--- config.mk ---
export PLATFORM = sky130hd
export DESIGN_NAME = timer_m_flat
export DESIGN_NICKNAME = d
export VERILOG_FILES = /design/src/rtl/timer_m_pkg.sv /design/src/rtl/timer_m_if.sv /design/src/rtl/timer_m_div_counter.sv /design/src/rtl/timer_m.sv /design/src/flat_wrapper.sv
export SDC_FILE = /design/constraint.sdc
export NUM_CORES = 1
export LEC_CHECK = 0
export ABC_AREA = 1
export CORE_AREA = 2 2 82 84
export CTS_CLUSTER_SIZE = 30
export DETAILED_ROUTE_END_ITERATION = 8
export DIE_AREA = 0 0 84 86
export GPL_TIMING_DRIVEN = 0
export PLACE_DENSITY = 0.69
export SLEW_MARGIN = 20
export SYNTH_ARGS = -nofsm -noshare
export SYNTH_HDL_FRONTEND = slang
export SYNTH_HIERARCHICAL = 1
export SYNTH_SLANG_ARGS = --single-unit
--- constraint.sdc ---
create_clock -name clk -period 8.2 [get_ports clk]
set_clock_uncertainty 0.1 [all_clocks]
set_input_delay 0.82 -clock clk [delete_from_list [all_inputs] [get_ports clk]]
set_output_delay 0.82 -clock clk [all_outputs]
set_load 0.005 [all_outputs]
--- src/rtl/timer_m_pkg.sv ---
// Shared types and helpers for the DMG-style timer peripheral.
package timer_m_pkg;

   typedef enum logic [1:0] {
      IDLE,
      OVF,
      RELOAD
   } timer_state_t;

   localparam logic [1:0] OFF_DIV  = 2'd0;
   localparam logic [1:0] OFF_TIMA = 2'd1;
   localparam logic [1:0] OFF_TMA  = 2'd2;
   localparam logic [1:0] OFF_TAC  = 2'd3;

   // Counter bit whose falling edge clocks TIMA for a given TAC clock select.
   function automatic logic [3:0] tac_bit_sel(input logic [1:0] clk_sel);
      case (clk_sel)
         2'b00:   return 4'd9;
         2'b01:   return 4'd3;
         2'b10:   return 4'd5;
         default: return 4'd7;
      endcase
   endfunction

endpackage

--- src/rtl/timer_m_if.sv ---
// CPU memory-bus view of the timer: the CPU is master, the timer responds.
interface timer_m_if;
   logic [15:0] addr;
   logic [7:0]  d_in;
   logic        write;
   logic [7:0]  d_out;
   logic        sel;
   logic        irq;

   modport master (output addr, output d_in, output write,
                   input d_out, input sel, input irq);
   modport slave  (input addr, input d_in, input write,
                   output d_out, output sel, output irq);
endinterface

--- src/rtl/timer_m_div_counter.sv ---
// Free-running divider counter plus the falling-edge detector that clocks TIMA.
import timer_m_pkg::*;

module div_counter_m #(
   parameter int TICKS_PER_CLK = 4
) (
   input  logic       clk,
   input  logic       rst,
   input  logic       clear_i,
   input  logic [2:0] tac_i,
   output logic [7:0] div_o,
   output logic       tick_o
);

   logic [15:0] cnt_q;
   logic [15:0] cnt_d;
   logic        prev_q;
   logic        sig;

   assign cnt_d = clear_i ? 16'h0000 : cnt_q + 16'(TICKS_PER_CLK);

   // tac_i already reflects a TAC write in flight, so enable/select changes
   // can produce an extra falling edge exactly like the original hardware.
   assign sig    = tac_i[2] & cnt_d[tac_bit_sel(tac_i[1:0])];
   assign tick_o = prev_q & ~sig;
   assign div_o  = cnt_q[15:8];

   always_ff @(posedge clk) begin
      if (!rst) begin
         cnt_q  <= 16'h0000;
         prev_q <= 1'b0;
      end else begin
         cnt_q  <= cnt_d;
         prev_q <= sig;
      end
   end

endmodule

--- src/rtl/timer_m.sv ---
// DIV/TIMA/TMA/TAC timer registers with delayed TIMA reload and interrupt pulse.
import timer_m_pkg::*;

module timer_m #(
   parameter logic [15:0] BASE          = 16'hFF04,
   parameter int          TICKS_PER_CLK = 4
) (
   input  logic     clk,
   input  logic     rst,
   timer_m_if.slave bus
);

   logic [7:0]   tima_q;
   logic [7:0]   tma_q;
   logic [2:0]   tac_q;
   logic         irq_q;
   timer_state_t state_q;

   logic [15:0]  off;
   logic         hit;
   logic         wr_div, wr_tima, wr_tma, wr_tac;
   logic [2:0]   tac_eff;
   logic [7:0]   div_val;
   logic         tick;

   assign off     = bus.addr - BASE;
   assign hit     = (off[15:2] == 14'd0);
   assign wr_div  = bus.write & hit & (off[1:0] == OFF_DIV);
   assign wr_tima = bus.write & hit & (off[1:0] == OFF_TIMA);
   assign wr_tma  = bus.write & hit & (off[1:0] == OFF_TMA);
   assign wr_tac  = bus.write & hit & (off[1:0] == OFF_TAC);
   assign tac_eff = wr_tac ? bus.d_in[2:0] : tac_q;

   div_counter_m #(
      .TICKS_PER_CLK(TICKS_PER_CLK)
   ) u_div (
      .clk    (clk),
      .rst    (rst),
      .clear_i(wr_div),
      .tac_i  (tac_eff),
      .div_o  (div_val),
      .tick_o (tick)
   );

   assign bus.sel = hit;
   assign bus.irq = irq_q;

   always_comb begin
      bus.d_out = 8'hFF;
      if (hit) begin
         case (off[1:0])
            OFF_DIV:  bus.d_out = div_val;
            OFF_TIMA: bus.d_out = tima_q;
            OFF_TMA:  bus.d_out = tma_q;
            default:  bus.d_out = {5'b11111, tac_q};
         endcase
      end
   end

   always_ff @(posedge clk) begin
      if (!rst) begin
         tima_q  <= 8'h00;
         tma_q   <= 8'h00;
         tac_q   <= 3'b000;
         irq_q   <= 1'b0;
         state_q <= IDLE;
      end else begin
         irq_q <= 1'b0;
         if (wr_tma) tma_q <= bus.d_in;
         if (wr_tac) tac_q <= bus.d_in[2:0];
         case (state_q)
            IDLE: begin
               if (wr_tima) begin
                  tima_q <= bus.d_in;
               end else if (tick) begin
                  if (tima_q == 8'hFF) begin
                     tima_q  <= 8'h00;
                     state_q <= OVF;
                  end else begin
                     tima_q <= tima_q + 8'd1;
                  end
               end
            end
            // TIMA sits at 00 for this one cycle; a CPU write here cancels the reload.
            OVF: begin
               if (wr_tima) begin
                  tima_q  <= bus.d_in;
                  state_q <= IDLE;
               end else begin
                  tima_q  <= wr_tma ? bus.d_in : tma_q;
                  irq_q   <= 1'b1;
                  state_q <= RELOAD;
               end
            end
            RELOAD: begin
               state_q <= IDLE;
               if (wr_tma) begin
                  tima_q <= bus.d_in;
               end else if (tick) begin
                  if (tima_q == 8'hFF) begin
                     tima_q  <= 8'h00;
                     state_q <= OVF;
                  end else begin
                     tima_q <= tima_q + 8'd1;
                  end
               end
            end
            default: state_q <= IDLE;
         endcase
      end
   end

endmodule

--- src/flat_wrapper.sv ---
// flat-port wrapper written by rule: the top's interface ports become plain ports
module timer_m_flat 
#(
   parameter logic [15:0] BASE          = 16'hFF04,
   parameter int          TICKS_PER_CLK = 4
)
  (clk, rst, bus_addr, bus_d_in, bus_write, bus_d_out, bus_sel, bus_irq);
  timer_m_if bus_i ();
  input  logic clk;
  input  logic rst;
  input wire logic [$bits(bus_i.addr)-1:0] bus_addr;
  input wire logic [$bits(bus_i.d_in)-1:0] bus_d_in;
  input wire logic [$bits(bus_i.write)-1:0] bus_write;
  output wire logic [$bits(bus_i.d_out)-1:0] bus_d_out;
  output wire logic [$bits(bus_i.sel)-1:0] bus_sel;
  output wire logic [$bits(bus_i.irq)-1:0] bus_irq;
  assign bus_i.addr = bus_addr;
  assign bus_i.d_in = bus_d_in;
  assign bus_i.write = bus_write;
  assign bus_d_out = bus_i.d_out;
  assign bus_sel = bus_i.sel;
  assign bus_irq = bus_i.irq;
  timer_m #(.BASE(BASE), .TICKS_PER_CLK(TICKS_PER_CLK)) u_core (.clk(clk), .rst(rst), .bus(bus_i));
endmodule
* Yosys cells after proc, flatten, opt, wreduce, memory -nomap -nowiden
Cells that the tools add are included.
** Operators by class
- Add/sub/neg operators :: 3
- Multipliers :: 0
- Divide/modulo/power cells :: 0
- Order comparisons :: 1
- Equal/unequal tests :: 11
- Shift operators :: 0
- Muxes and demuxes :: 23
- Bitwise operators :: 8
- Reduce and logical (&&, ||, !) cells :: 7
** Operators by type and width (count)
- two-way mux 8 bit :: 7
- case mux 8 bit (3 select lines) :: 2
- adder 16 x 3 -> 16 bit (second input constant) :: 1
- two-way mux 16 bit :: 1
- subtractor 16 bit (second input constant) :: 1
- zero test 14 bit :: 1
- two-way mux 2 bit :: 6
- case mux 4 bit (3 select lines) :: 1
- adder 8 x 1 -> 8 bit (second input constant) :: 1
- == test 2 bit (second input constant) :: 4
- == test 8 bit (second input constant) :: 1
- AND 1 bit :: 7
- == test 2 x 1 -> 1 bit (second input constant) :: 3
- zero test 2 bit :: 3
- case mux 2 bit (3 select lines) :: 1
- less-than comparator 4 x 5 -> 1 bit (second input constant) :: 1
- binary-select mux 1 bit (select 4 bit) :: 1
- != test 2 x 1 -> 1 bit (second input constant) :: 2
- two-way mux 1 bit :: 3
- two-way mux 3 bit :: 1
- AND reduction 3 bit :: 1
- nonzero test 3 bit :: 1
- != test 2 bit (second input constant) :: 1
- AND reduction 2 bit :: 1
- NOT 1 bit :: 1
** Word-level totals
- Register bits after elaboration :: 39
- Bits in latches :: 0
- Bits in writable memories :: 0
- Bits in read-only memories :: 0
- Input port bits :: 27
- Logic and storage cells :: 60
- Memories kept :: 0

* Depth between registers and ports, before layout
- Depth in word-level cells :: 15
- Mapped depth :: 29
- Depth with buffers taken out :: 29

* By module
Netlist, hierarchy kept.
** By module, submodules not included
- timer_m :: times used 1, cells an instance 317, area an instance 1936.9 µm², seq. area each 440.4 µm²
- div_counter_m :: times used 1, cells an instance 109, area an instance 759.5 µm², seq. area each 300.3 µm²

* Least setup slack after synthesis
No wires, ideal clock.
- Path kind :: input port to flip-flop
- Start :: input bus_addr[6]
- End :: register u_core.tima_q[7]
- Library setup time :: 133 ps
- Data arrival time :: 3542 ps
- Setup slack :: 4425 ps
- Stages :: 28
- Buffers on the path :: 0
- Path through :: nor2_2 -> nand2_1 -> nor2_1 -> nand2_1 -> nor2_2 -> nand2_2 -> nor2_8 -> nand2_4 -> nor2_1 -> inv_1 -> nand2_1 -> nand2_1 -> inv_1 -> a21oi_1 -> nand2_1 -> nand2_1 -> a21oi_1 -> nand2_1 -> nor3_2 -> nand3_1 -> o21ai_0 -> a21oi_1 -> nand2_1 -> nand2_1 -> a21oi_1 -> nand2_1 -> nand2_1 -> a21oi_2
** On the way
- Word-level cells in the longest chain between the ends :: 15
- Elaborated cells on any way between the ends :: 24
- Classes of those cells :: add/sub: 1; eq/ne: 2; mux: 11; bitwise: 8; reduce/logical: 2
** RTL lines
- from (decl) :: RTL line flat_wrapper.sv:11 : input wire logic [$bits(bus_i.addr)-1:0] bus_addr;
- subtractor 16 bit (*) :: RTL line timer_m.sv:26 : assign off = bus.addr - BASE;
- zero test 14 bit (*) :: RTL line timer_m.sv:27 : assign hit = (off[15:2] == 14'd0);
- AND 1 bit (*) (2 in a row) :: RTL line timer_m.sv:31 : assign wr_tac = bus.write & hit & (off[1:0] == OFF_TAC);
- two-way mux 3 bit (*) :: RTL line timer_m.sv:32 : assign tac_eff = wr_tac ? bus.d_in[2:0] : tac_q;
- named net u_core.tac_eff[0] :: RTL line timer_m.sv:22 : logic [2:0] tac_eff;
- == test 2 bit (tied with other cells) :: RTL line timer_m_pkg.sv:17 : case (clk_sel)
- case mux 4 bit (3 select lines) (*) :: RTL line timer_m_pkg.sv:17
- binary-select mux 1 bit (select 4 bit) (*) :: RTL line timer_m_div_counter.sv:24 : assign sig = tac_i[2] & cnt_d[tac_bit_sel(tac_i[1:0])];
- two-way mux 1 bit (implied by the code) (*) :: RTL line timer_m_div_counter.sv:24
- AND 1 bit (*) :: RTL line timer_m_div_counter.sv:24
- NOT 1 bit (*) :: RTL line timer_m_div_counter.sv:25 : assign tick_o = prev_q & ~sig;
- AND 1 bit (*) :: RTL line timer_m_div_counter.sv:25
- named net u_core.tick :: RTL line timer_m.sv:24 : logic tick;
- two-way mux 8 bit (*)
- two-way mux 8 bit, on equally long branches :: RTL line timer_m.sv:97, timer_m.sv:73
- case mux 8 bit (3 select lines) (*) :: RTL line timer_m.sv:71 : case (state_q)
- to (signal assigned) :: RTL line timer_m.sv:74 : tima_q <= bus.d_in;
- to (signal assigned) :: RTL line timer_m.sv:98 : tima_q <= bus.d_in;
- to (signal assigned) :: RTL line timer_m.sv:104 : tima_q <= tima_q + 8'd1;
- to (decl) :: RTL line timer_m.sv:13 : logic [7:0] tima_q;
The timed path passes the listed nets; every way through them passes the cells marked *. The select of a mux whose other input is x is not followed.
A chain may end at the register's enable or synchronous reset.

* Worst setup path after layout
- Start :: input bus_addr[11]
- End :: register u_core.tima_q[7]
Same word-level chain as after synthesis.

==> metrics.csv <==
stage,metric,value,unit
clocking,clock_latency,0.29,ns
power,leakagePower,1.41,nW
drt,first_pass_iters,4,
worst_hold_path,worstHoldStart,u_core/u_div/cnt_q[15],
synth,synth_seq_cells,37,
synth,seq_area_frac_synth,27.5,%
setup_path,reg2reg_depth,19,
floorplanning,rows,29,
timing,period_share,55.5,%
power,ir_drop,0.127,mV
drt,drc,0,
drt,wl_per_cell,12.2,um
synth,syn-num-nets,460,
synth,synth_top_area_share,27.5,%
timing,setup_tns,0,ns
placed_design,gp_congestion,0.878,
clocking,cts_sinks,37,
drt,drt-total-wl,6620,um
clocking,htreeDepth,2,
floorplanning,die_w,84,um
timing,fin_crit,4.55,ns
synth,synth_area_leaders,"dfxtp_1 27%, nand2_1 20%, a21oi_1 5.9%",
clocking,post-cts-setup-buffer-count,0,
global_route,grt_max_degree,12,
worst_hold_path,worstHoldEndpoint,u_core/u_div/cnt_q[15],
timing,fmax,220,MHz
setup_path,r2r_end,u_core/tima_q[7],
synth,synth_top_flop_cell,dfxtp_1,
setup_path,critPathKind,primary input to flip-flop,
synth,syn_inst,426,
timing,tightestPinTransition,0.594,ns
final_layout,drive_above_1_share,11.6,%
drt,vias,2822,
clocking,tritoncts,yes,
worst_hold_path,hold_path_depth,1,
setup_path,ff2ff_setup_slack,5.26,ns
global_route,antenna_found_initial,0,
run,max-cap-violations,0,
setup_path,worstPathRequired,8.27,ns
placed_design,dp_hpwl,5320,um
global_route,grt_pass1_wl,11100,um
timing,slew_headroom,60.4,%
placed_design,portBuffers,33,
setup_path,critPathMaxFanout,10,
worst_hold_path,hp-class,flip-flop to flip-flop,
setup_path,crit_start,bus_addr[11],
clocking,cts_root_buf,clkbuf_8,
timing,drv_slew,0,
final_layout,fillers,659,
synth,syn_area,2700,um2
clocking,cts_resized,0,
timing,rsz0062_at_grt,no,
synth,async_flop_share,0,%
power,p_per_area,193,nW/um2
setup_path,crit_arrival,4.62,ns
floorplanning,core_area,6280,um2
global_route,overflow,0,
run_status,status,completed,
setup_path,crit_path_end_kind,flip-flop,
final_layout,diodes,0,
final_layout,multi_input_area,1650,um2
floorplanning,die_area,7220,um2
floorplanning,ioPinCount,37,
synth,synth_top_cell_by_area,dfxtp_1,
clocking,ctsHoldBuffers,0,
setup_path,crit_path_start_kind,primary input,
synth,synth-edff-count,0,
synth,yosysWarnings,6,
synth,syn_area_per_cell,6.33,um2
timing,setup-violations-final,0,
floorplanning,fp.dieH,86,um
global_route,gr-usage-all-layers,18.8,%
drt,ant_nets,0,
final_layout,layout.nets,500,
final_layout,area.growth.synth_to_final,19.6,%
global_route,grt_pass1_vias,2571,
drt,drt-initial-drc-count,144,
setup_path,rr_startpoint,u_core/u_div/cnt_q[4],
power,p_total,0.000623,W
clocking,ctsLongestPathBuffers,2,
final_layout,regArea,741,um2
timing,final-hold-violation-count,0,
drt,viasPerCell,5.19,
synth,synth.distinct_cells,36,
clocking,cts_buffers,5,
floorplanning,start_util,43.0,%
clocking,clk_pin_slew,0.08,ns
[worst max-delay path by stage]
stage	endpoint	depth (start not counted)	slack [ns]
final	u_core/tima_q[7]	26	3.65
after global routing	u_core/tima_q[7]	25	3.15
after CTS	u_core/tima_q[7]	26	3.65
after detailed placement	u_core/tima_q[7]	28	3.33
after global placement	u_core/tima_q[7]	26	3.45
after floorplan	u_core/tima_q[7]	28	4.42
[worst max-delay path, stage by stage]
cell,delay (ns)
clkdlybuf4s50_1,0.53
nand2_1,0.09
nand2_1,0.07
nand3_1,0.08
nor2_2,0.13
nand2_2,0.09
nor2_8,0.20
nand2_4,0.10
nor2_1,0.21
inv_1,0.11
nand2_1,0.09
nand2_1,0.10
nor2_1,0.10
a21boi_0,0.13
a21oi_1,0.52
nand2_1,0.14
nor3_2,0.28
nand3_1,0.15
o21ai_0,0.17
a21oi_1,0.07
nand2_1,0.08
nand2_1,0.05
a21oi_1,0.12
nand2_1,0.07
nand2_1,0.08
a21oi_2,0.05
[registers in the layout (all words and copies together) (netlist names)]
name and cells:
u_core/state_q 2, u_core/u_div/cnt_q 14, u_core/tac_q 3, u_core/tma_q 8
u_core/tima_q 8, u_core/bus.irq 1, u_core/u_div/prev_q 1
[power by group]
group / internal (W) / switching (W) / total (W) / leakage [nW]
clock: 0.0000761 / 0.0000673 / 0.000143 / 0.0542
sequential: 0.000204 / 0.0000268 / 0.000231 / 0.300
combinational: 0.0000956 / 0.000153 / 0.000249 / 1.06
[through the flow]
step | hold WS (ns) | util [%] | instances | worst slack, ns | instance area [um2]
floorplan | 0.327 | - | 426 | 4.42 | 2700
global placement | 0.344 | 49.8 | 536 | 3.45 | 3120
CTS | 0.371 | 51.4 | 544 | 3.65 | 3220
detailed placement | 0.354 | 49.8 | 536 | 3.33 | 3120
finish | 0.371 | 51.4 | 544 | 3.65 | 3220
global route | 0.383 | 51.4 | 544 | 3.15 | 3220
[routing by layer]
layer,track usage [%],routed length [um],share of wire (%)
met3,3.66,348,5.3
met2,31.3,2990,45
met4,8.36,158,2.4
met1,23.6,3120,47
met5,0,0,0
[area by class of cell]
| cell class | instances | area share [%] |
|---|---|---|
| buffer | 21 | 4.38 |
| tap | 77 | 2.99 |
| inverter | 44 | 5.12 |
| clock inverter | 1 | 0.155 |
| timing repair buffer | 33 | 10.2 |
| sequential | 37 | 23.0 |
| clock buffer | 7 | 2.99 |
| multi-input combinational | 324 | 51.1 |
[cells by family after synthesis]
group,Yosys count,share of synthesized area (%)
AO/OA/AOI/OAI,76,16.6
XOR/XNOR,6,1.95
adder cells (fa/ha/maj),7,3.25
buffers and inverters,65,11.4
flip-flops,37,27.5
AND/OR/NAND/NOR,235,39.4
[synth_stat cells, drive strengths merged (2+ instances only)]
library cell  number
inv               44
nand2            151
a221oi             3
nand4             12
o211ai             2
ha                 7
a21oi             40
dfxtp             37
o21ai             25
nor2              38
nor3               9
xor2               4
clkbuf             6
buf               15
o2111ai            4
xnor2              2
nand3             23
[layout by cell type (no fill, tap or decap), drive strengths merged, types with 2 or more instances in the layout]
| master | synthesis | final |
|---|---|---|
| clkdlybuf4s50 | 0 | 33 |
| clkbuf | 6 | 13 |
| dfxtp | 37 | 37 |
| a21oi | 40 | 40 |
| buf | 15 | 15 |
| xnor2 | 2 | 2 |
| nor3 | 9 | 9 |
| inv | 44 | 44 |
| nand2 | 151 | 151 |
| xor2 | 4 | 4 |
| nand3 | 23 | 23 |
| o2111ai | 4 | 4 |
| o211ai | 2 | 2 |
| a221oi | 3 | 3 |
| nand4 | 12 | 12 |
| nor2 | 38 | 38 |
| ha | 7 | 7 |
| o21ai | 25 | 25 |
No activity file was read; power rests on OpenSTA's default activity.
